$ cat src/rtl/counter_seq_pkg.sv
// Shared types and constants for the counter sequencer: FSM states,
// direction encoding and default widths.
package counter_seq_pkg;

  typedef enum logic [1:0] {
    ST_IDLE = 2'd0,
    ST_RUN  = 2'd1,
    ST_DONE = 2'd2
  } state_t;

  localparam logic DIR_UP   = 1'b1;
  localparam logic DIR_DOWN = 1'b0;

  localparam int DEF_CNT_W  = 3;
  localparam int DEF_STEP_W = 3;

endpackage

$ cat src/rtl/updown_wrap_cnt.sv
// Up/down counter that wraps naturally at both ends; a synchronous clear
// has priority over the step strobes.
module updown_wrap_cnt
  import counter_seq_pkg::*;
#(
  parameter int W = DEF_CNT_W
) (
  input  logic         clk,
  input  logic         reset_n,
  input  logic         clr,
  input  logic         up,
  input  logic         down,
  output logic [W-1:0] value
);

  localparam logic [W-1:0] ONE = W'(1);

  logic [W-1:0] r_value;

  always_ff @(posedge clk or negedge reset_n) begin
    if (!reset_n) begin
      r_value <= '0;
    end else if (clr) begin
      r_value <= '0;
    end else if (up) begin
      r_value <= r_value + ONE;
    end else if (down) begin
      r_value <= r_value - ONE;
    end
  end

  assign value = r_value;

endmodule

$ cat src/rtl/counter_sequencer.sv
// Two-requester command sequencer: accepts one up/down burst at a time,
// steps the wrapping counter once per cycle, then pulses completion.
module counter_sequencer
  import counter_seq_pkg::*;
#(
  parameter int CNT_W  = DEF_CNT_W,
  parameter int STEP_W = DEF_STEP_W
) (
  input  logic              clk,
  input  logic              reset_n,
  input  logic              req0_valid,
  input  logic              req0_dir,
  input  logic [STEP_W-1:0] req0_steps,
  output logic              req0_ready,
  input  logic              req1_valid,
  input  logic              req1_dir,
  input  logic [STEP_W-1:0] req1_steps,
  output logic              req1_ready,
  input  logic              clr,
  output logic              busy,
  output logic              grant_id,
  output logic              done_valid,
  output logic [CNT_W-1:0]  count,
  output logic              cnt_up,
  output logic              cnt_down
);

  localparam logic [STEP_W:0] STEP_ONE = (STEP_W+1)'(1);

  state_t          r_state;
  state_t          w_nextState;
  logic            r_dir;
  logic            r_grant;
  logic            r_rrPrio;
  logic [STEP_W:0] r_remaining;
  logic            w_accept;
  logic            w_pick;
  logic            w_clrCnt;

  // r_rrPrio names the requester that wins when both are pending.
  always_comb begin
    w_pick = 1'b0;
    if (req0_valid && req1_valid) begin
      w_pick = r_rrPrio;
    end else if (req1_valid) begin
      w_pick = 1'b1;
    end
  end

  always_comb begin
    w_nextState = r_state;
    req0_ready  = 1'b0;
    req1_ready  = 1'b0;
    cnt_up      = 1'b0;
    cnt_down    = 1'b0;
    done_valid  = 1'b0;
    busy        = 1'b0;
    w_accept    = 1'b0;
    w_clrCnt    = 1'b0;
    unique case (r_state)
      ST_IDLE: begin
        if (clr) begin
          w_clrCnt = 1'b1;
        end else if (req0_valid || req1_valid) begin
          w_accept    = 1'b1;
          req0_ready  = !w_pick;
          req1_ready  = w_pick;
          w_nextState = ST_RUN;
        end
      end
      ST_RUN: begin
        busy     = 1'b1;
        cnt_up   = (r_dir == DIR_UP);
        cnt_down = (r_dir == DIR_DOWN);
        if (r_remaining == STEP_ONE) begin
          w_nextState = ST_DONE;
        end
      end
      ST_DONE: begin
        busy        = 1'b1;
        done_valid  = 1'b1;
        w_nextState = ST_IDLE;
      end
      default: begin
        w_nextState = ST_IDLE;
      end
    endcase
  end

  // The round-robin pointer only moves once a command has completed.
  always_ff @(posedge clk or negedge reset_n) begin
    if (!reset_n) begin
      r_state     <= ST_IDLE;
      r_dir       <= DIR_DOWN;
      r_grant     <= 1'b0;
      r_rrPrio    <= 1'b0;
      r_remaining <= '0;
    end else begin
      r_state <= w_nextState;
      if (w_accept) begin
        r_grant     <= w_pick;
        r_dir       <= w_pick ? req1_dir : req0_dir;
        r_remaining <= {1'b0, (w_pick ? req1_steps : req0_steps)} + STEP_ONE;
      end else if (r_state == ST_RUN) begin
        r_remaining <= r_remaining - STEP_ONE;
      end
      if (r_state == ST_DONE) begin
        r_rrPrio <= ~r_grant;
      end
    end
  end

  assign grant_id = r_grant;

  updown_wrap_cnt #(
    .W(CNT_W)
  ) u_cnt (
    .clk    (clk),
    .reset_n(reset_n),
    .clr    (w_clrCnt),
    .up     (cnt_up),
    .down   (cnt_down),
    .value  (count)
  );

endmodule
$ cat config.mk
export PLATFORM = sky130hd
export DESIGN_NAME = counter_sequencer
export DESIGN_NICKNAME = d
export VERILOG_FILES = /design/src/rtl/counter_seq_pkg.sv /design/src/rtl/updown_wrap_cnt.sv /design/src/rtl/counter_sequencer.sv
export SDC_FILE = /design/constraint.sdc
export NUM_CORES = 1
export LEC_CHECK = 0
export CAP_MARGIN = 30
export CORE_MARGIN = 10
export CORE_UTILIZATION = 25
export CTS_CLUSTER_SIZE = 12
export DETAILED_ROUTE_END_ITERATION = 10
export GPL_TIMING_DRIVEN = 0
export HOLD_SLACK_MARGIN = 0.15
export PLACE_DENSITY_LB_ADDON = 0.05
export SLEW_MARGIN = 20
export SYNTH_ARGS = -nofsm -noshare
export SYNTH_HDL_FRONTEND = slang
export SYNTH_SLANG_ARGS = --single-unit
$ cat constraint.sdc
create_clock -name clk -period 1.9 [get_ports clk]
set_clock_uncertainty 0.05 [all_clocks]
set_input_delay 0.285 -clock clk [delete_from_list [all_inputs] [get_ports clk]]
set_output_delay 0.285 -clock clk [all_outputs]
set_load 0.02 [all_outputs]
# Word level (Yosys, flattened, before mapping)
# Cells that the tools add are included.
[word_totals] register_bits=12 input_bits=13 elab_cells=54
[classes] add_sub_neg=4 eq_ne=6 n_mux=28 bitwise=2 n_reduce_logical=8
[ops] operator="two-way mux 1 bit" n=18
[ops] operator="two-way mux 3 bit" n=4
[ops] operator="two-way mux 4 bit" n=2
[ops] operator="two-way mux 2 bit" n=3
[ops] operator="inequality test 2 bit (second input constant)" n=3
[ops] operator="adder 3 x 1 -> 4 bit (second input constant)" n=1
[ops] operator="equality test 4 x 1 -> 1 bit (second input constant)" n=1
[ops] operator="one-hot mux 2 bit (2 select lines)" n=1
[ops] operator="subtractor 4 x 1 -> 4 bit (second input constant)" n=1
[ops] operator="adder 3 x 1 -> 3 bit (second input constant)" n=1
[ops] operator="AND reduction 3 bit" n=1
[ops] operator="nonzero test 3 bit" n=1
[ops] operator="subtractor 3 x 1 -> 3 bit (second input constant)" n=1
[ops] operator="equality test 2 x 1 -> 1 bit (second input constant)" n=1
[ops] operator="equality test 2 bit (second input constant)" n=1
[ops] operator="zero test 2 bit" n=1
[ops] operator="inverter 1 bit" n=2
[ops] operator="nonzero test 2 bit" n=1
[ops] operator="OR reduction 2 bit" n=1
[ops] operator="logical AND 1 bit" n=1
[ops] operator="zero test 1 bit" n=1
[ops] operator="logical OR 1 bit" n=1

# Longest topological paths before layout
[logic_depth] ltp_word=6 mapped_depth=9

# Cells and area by module
# From an unflattened synthesis, not the netlist that was laid out.
[unflattened] hier_cells=83 hier_area_um2=834.6
[modules_own_cells] module="counter_sequencer" instances=1 cells_per_inst=67 area_each_um2=664.4
[modules_own_cells] module="updown_wrap_cnt" instances=1 cells_per_inst=16 area_each_um2=170.2

# Worst setup path before layout
# Ideal clock, no wire load.
[synth_timing] path_kind="register to register" from="register r_state[1]" to="register u_cnt.r_value[1], in the netlist u_cnt.value[1]" setup_time_ps=77 arrival_ps=1838 path_slack_ps=-66 path_stages_with_launch=8 path_buffers=1 synth_period_minus_slack_ps=1966 path_cell_list="dfrtp_1 > inv_1 > ha_1 > buf_2 > and2_1 > fa_1 > mux2_2 > a21oi_1"
[synth_via] elab_chain_len=4
[synth_lines] element="start: declaration" line_no="counter_sequencer.sv:30" text="state_t r_state;"
[synth_lines] element="start signal: assignment" line_no="counter_sequencer.sv:99" text="r_state <= w_nextState;"
[synth_lines] element="equality test 2 x 1 -> 1 bit *" line_no="counter_sequencer.sv:60" text="unique case (r_state)"
[synth_lines] element="two-way mux 1 bit *" line_no="counter_sequencer.sv:60"
[synth_lines] element="named net cnt_up" line_no="counter_sequencer.sv:24" text="output logic cnt_up,"
[synth_lines] element="two-way mux 3 bit" line_no="updown_wrap_cnt.sv:25" text="end else if (up) begin"
[synth_lines] element="two-way mux 3 bit" line_no="updown_wrap_cnt.sv:23" text="end else if (clr) begin"
[synth_lines] element="end signal: assignment" line_no="updown_wrap_cnt.sv:26" text="r_value <= r_value + ONE;"
[synth_lines] element="end signal: assignment" line_no="updown_wrap_cnt.sv:28" text="r_value <= r_value - ONE;"
[synth_lines] element="end: declaration" line_no="updown_wrap_cnt.sv:18" text="logic [W-1:0] r_value;"
# Mark *: on every way through the listed nets, which the timed path passes. The rest lies on a longest branch.
# A chain may end at the register's enable or synchronous reset.

# Worst setup path in the final report
[layout_timing] from="register r_state[1]" to="register u_cnt.r_value[2], in the netlist u_cnt.value[2]"
[layout_via] elab_chain_len=4
[layout_lines] element="equality test 2 x 1 -> 1 bit" line_no="counter_sequencer.sv:60"
[layout_lines] element="two-way mux 1 bit" line_no="counter_sequencer.sv:60"
[layout_lines] element="two-way mux 3 bit" line_no="updown_wrap_cnt.sv:25"
[layout_lines] element="two-way mux 3 bit" line_no="updown_wrap_cnt.sv:23"
# Several ways; a longest one is shown, not always the timed one.

==> results.cfg <==
[run_status]
outcome = completed

[clock_network]
hold_buffers = 0
cts_sinks = 12
clk_latency_ns = 0.26
path_clk_slew_ns = 0.07
cts_tree = yes
clockBufferDepth = 2
cts_made_buffers = 3
cts_root_buf = clkbuf_4
ctsHtreeMaxLevel = 1

[sta]
period_share_pct = 96.02
worst_slew_pin_slew_ns = 0.5672
finalMaxSlewViolations = 0
tns_ns = 0
relSlewSlack_pct = 62.07
fmax_mhz = 548.1
whs_ns = 0.3307
setup_viol = 0
period_minus_slack_ns = 1.824
hold_viol_final = 0

[yosys]
synth_xor_area_share_pct = 6.393
ys.flop_type = dfrtp_1
avgSynthCellArea_um2 = 10.28
synth_top_family_by_area = simple AND/OR/NAND/NOR gates
synth_common_cells = dfrtp_1 (12), a21oi_1 (7), ha_1 (7), inv_1 (6), nand2_1 (5)
yosys.cell_count.top_type = dfrtp_1
synth_edf_count = 0
synth_compound_area_share_pct = 15.68
synth_seq_cells = 12
syn_inst = 80
synth_area_um2 = 822.0
yosys.area.top_type = dfrtp_1
synth_seq_area_share_pct = 36.53
synth_fa_ha_area_share_pct = 13.09
synth-simple-area-share_pct = 16.44
synthArstFlopShare_pct = 100.0
synth_top_area_share_pct = 36.53
muxShareOfSynthArea_pct = 8.067
synth_area_leaders = dfrtp_1 (37%), ha_1 (11%), a21oi_1 (4.3%)
synth_nets = 101
yosysUniqueCellTypes = 35
yosysWarnings = 0

[floorplanning]
die_h_um = 77.34
die_w_um = 77.34
start_util_pct = 26.49
dieArea_um2 = 5981
io_pins = 23
core_area_um2 = 3103
num_rows = 20

[drt]
drt-initial-drc-count = 15
ant_nets = 0
via_count = 678
wirelength_um = 2008
drtPass1Iterations = 4
avgViaCountPerCell = 4.346
wire_per_inst_um = 12.87
drcViolationCount = 0

[critical_path]
r2r_start = r_state[1]
crit_path_frequent_cell = xor2_1
critPathCaptureType = flop
crit_type = flop to flop
crit_path_start_kind = flop
cp_data_required_time_ns = 2.05
worstPathCellList = inv_2, ha_2, buf_6, and2_4, fa_2, xor2_1, nand2_1, xor2_1, a21oi_1
r2r_cells = 9
rrSetupSlack_ns = 0.08
r2r-end = u_cnt.value[2]
cp_max_fo = 5
slowest_stage = dfrtp_1
arrival_ns = 1.97
cpPeakStageDelay_ns = 0.36

[worst_hold_path]
hp-class = primary input to async pin

[finish]
layout-drive-gt1-share_pct = 30.36
antenna_cells = 0
fin_nets = 135
seq_area_um2 = 300.3
areaGrowthSynthToFinish_pct = 47.95
multiInputGateArea_um2 = 538.0
nFillCells = 342

[place]
gp_congestion = 0.7105
dp_hpwl_um = 1560
portBuffers = 22

[grt]
grt_usage_pct = 6.868
grt_max_degree = 13
grt_overflow = 0
grt_pass1_wl_um = 3429
grt_pass1_vias = 745
antenna_found_initial = 0

[power_and_ir_drop]
ir_drop_mv = 0.5084
sequentialPowerShare_pct = 27.5
p_clk_share_pct = 8.9
leakage_uw = 0.0005524
p_switching_uw = 687.9
internal_power_uw = 1028
switching_share_pct = 40.08
power_density_nw_per_um2 = 1411
combPwrFrac_pct = 63.6

[job]
max_cap_violations = 0
-- metrics by stage --
stage | instances | power, uW | util [%] | setup WS [ns] | area [um2]
final | 156 | 1716 | 39.19 | 0.07563 | 1216
after floorplan | 80 | 1100 | - | 0.03731 | 824.5
after global placement | 146 | 1415 | 35.44 | -0.5382 | 1100
after CTS | 150 | 1654 | 37.66 | 0.006323 | 1169
after global routing | 156 | 1890 | 39.19 | -0.01915 | 1216
after detailed placement | 146 | 1418 | 35.44 | -0.4999 | 1100
-- power groups by stage --
| stage | Sequential, uW | Clock [uW] | Combinational, uW |
|---|---|---|---|
| 2_1_floorplan | 503 | 0 | 596 |
| 3_3_place_gp | 476 | 0 | 939 |
| 3_5_place_dp | 478 | 0 | 940 |
| 4_1_cts | 473 | 163 | 1020 |
| 5_1_grt | 494 | 178 | 1220 |
| 6_report | 472 | 153 | 1090 |
-- flip-flops by register name (all words and copies together) (netlist names) --
name,flops
r_remaining,4
r_rrPrio,1
r_dir,1
grant_id,1
r_state,2
u_cnt.value,3
-- cells in the final DEF (no fill, tap or decap), types with 3 or more instances in the layout --
master	synthesis	layout
ha_1	7	5
dlygate4sd2_1	0	5
nor2_1	4	4
clkbuf_4	0	3
mux2_2	3	3
buf_4	0	8
clkdlybuf4s50_1	0	13
dfrtp_1	12	12
nand2_1	5	5
xor2_1	4	4
inv_1	6	4
a21oi_1	7	7
-- layer usage --
metal / global-route usage (%) / share of wire [%] / vias up
met1: 8.571 / 47 / 314
li1: - / - / 340
met3: 3.341 / 9.1 / 2
met5: 0 / 0 / -
met4: 2.190 / 0.60 / 0
met2: 10.12 / 43 / 22
-- final cells by class --
type / instances / area share [%]
multi-input cells: 60 / 44.24
clock buffers: 3 / 1.852
well taps: 44 / 4.527
inverters: 6 / 1.852
flip-flops and latches: 12 / 24.69
repair buffers: 30 / 21.91
plain buffers: 1 / 0.9259
-- cell families after synthesis --
logic type,after synthesis
mux,6
flops,12
compound gates,19
buf+inv,8
xor+xnor,6
fa+ha+maj,8
simple gates,21
-- worst max-delay path, delay by kind of cell (launching register included) --
kind | cells | cell delay (ns)
fa+ha+maj | 2 | 0.51
compound gates | 1 | 0.10
buf+inv | 2 | 0.19
simple gates | 2 | 0.23
xor+xnor | 2 | 0.31
flops | 1 | 0.36
-- worst max path at each step --
| stage | startpoint | endpoint |
|---|---|---|
| after global placement | clr | req0_ready |
| after floorplan | r_state[1] | u_cnt.value[2] |
| final | r_state[1] | u_cnt.value[2] |
| after global routing | r_rrPrio | r_remaining[2] |
| after detailed placement | clr | req0_ready |
| after CTS | r_state[0] | req0_ready |
-- repair_timing --
action | in CTS | in global routing
setup endpoints to repair | 9 | 5
hold endpoints to repair | 0 | 0
pin swaps | 1 | 4
buffers inserted | 2 | 6
gates cloned | 0 | 0
resized for setup | 28 | 4
Note: power is estimated with default switching activity, not from simulation.
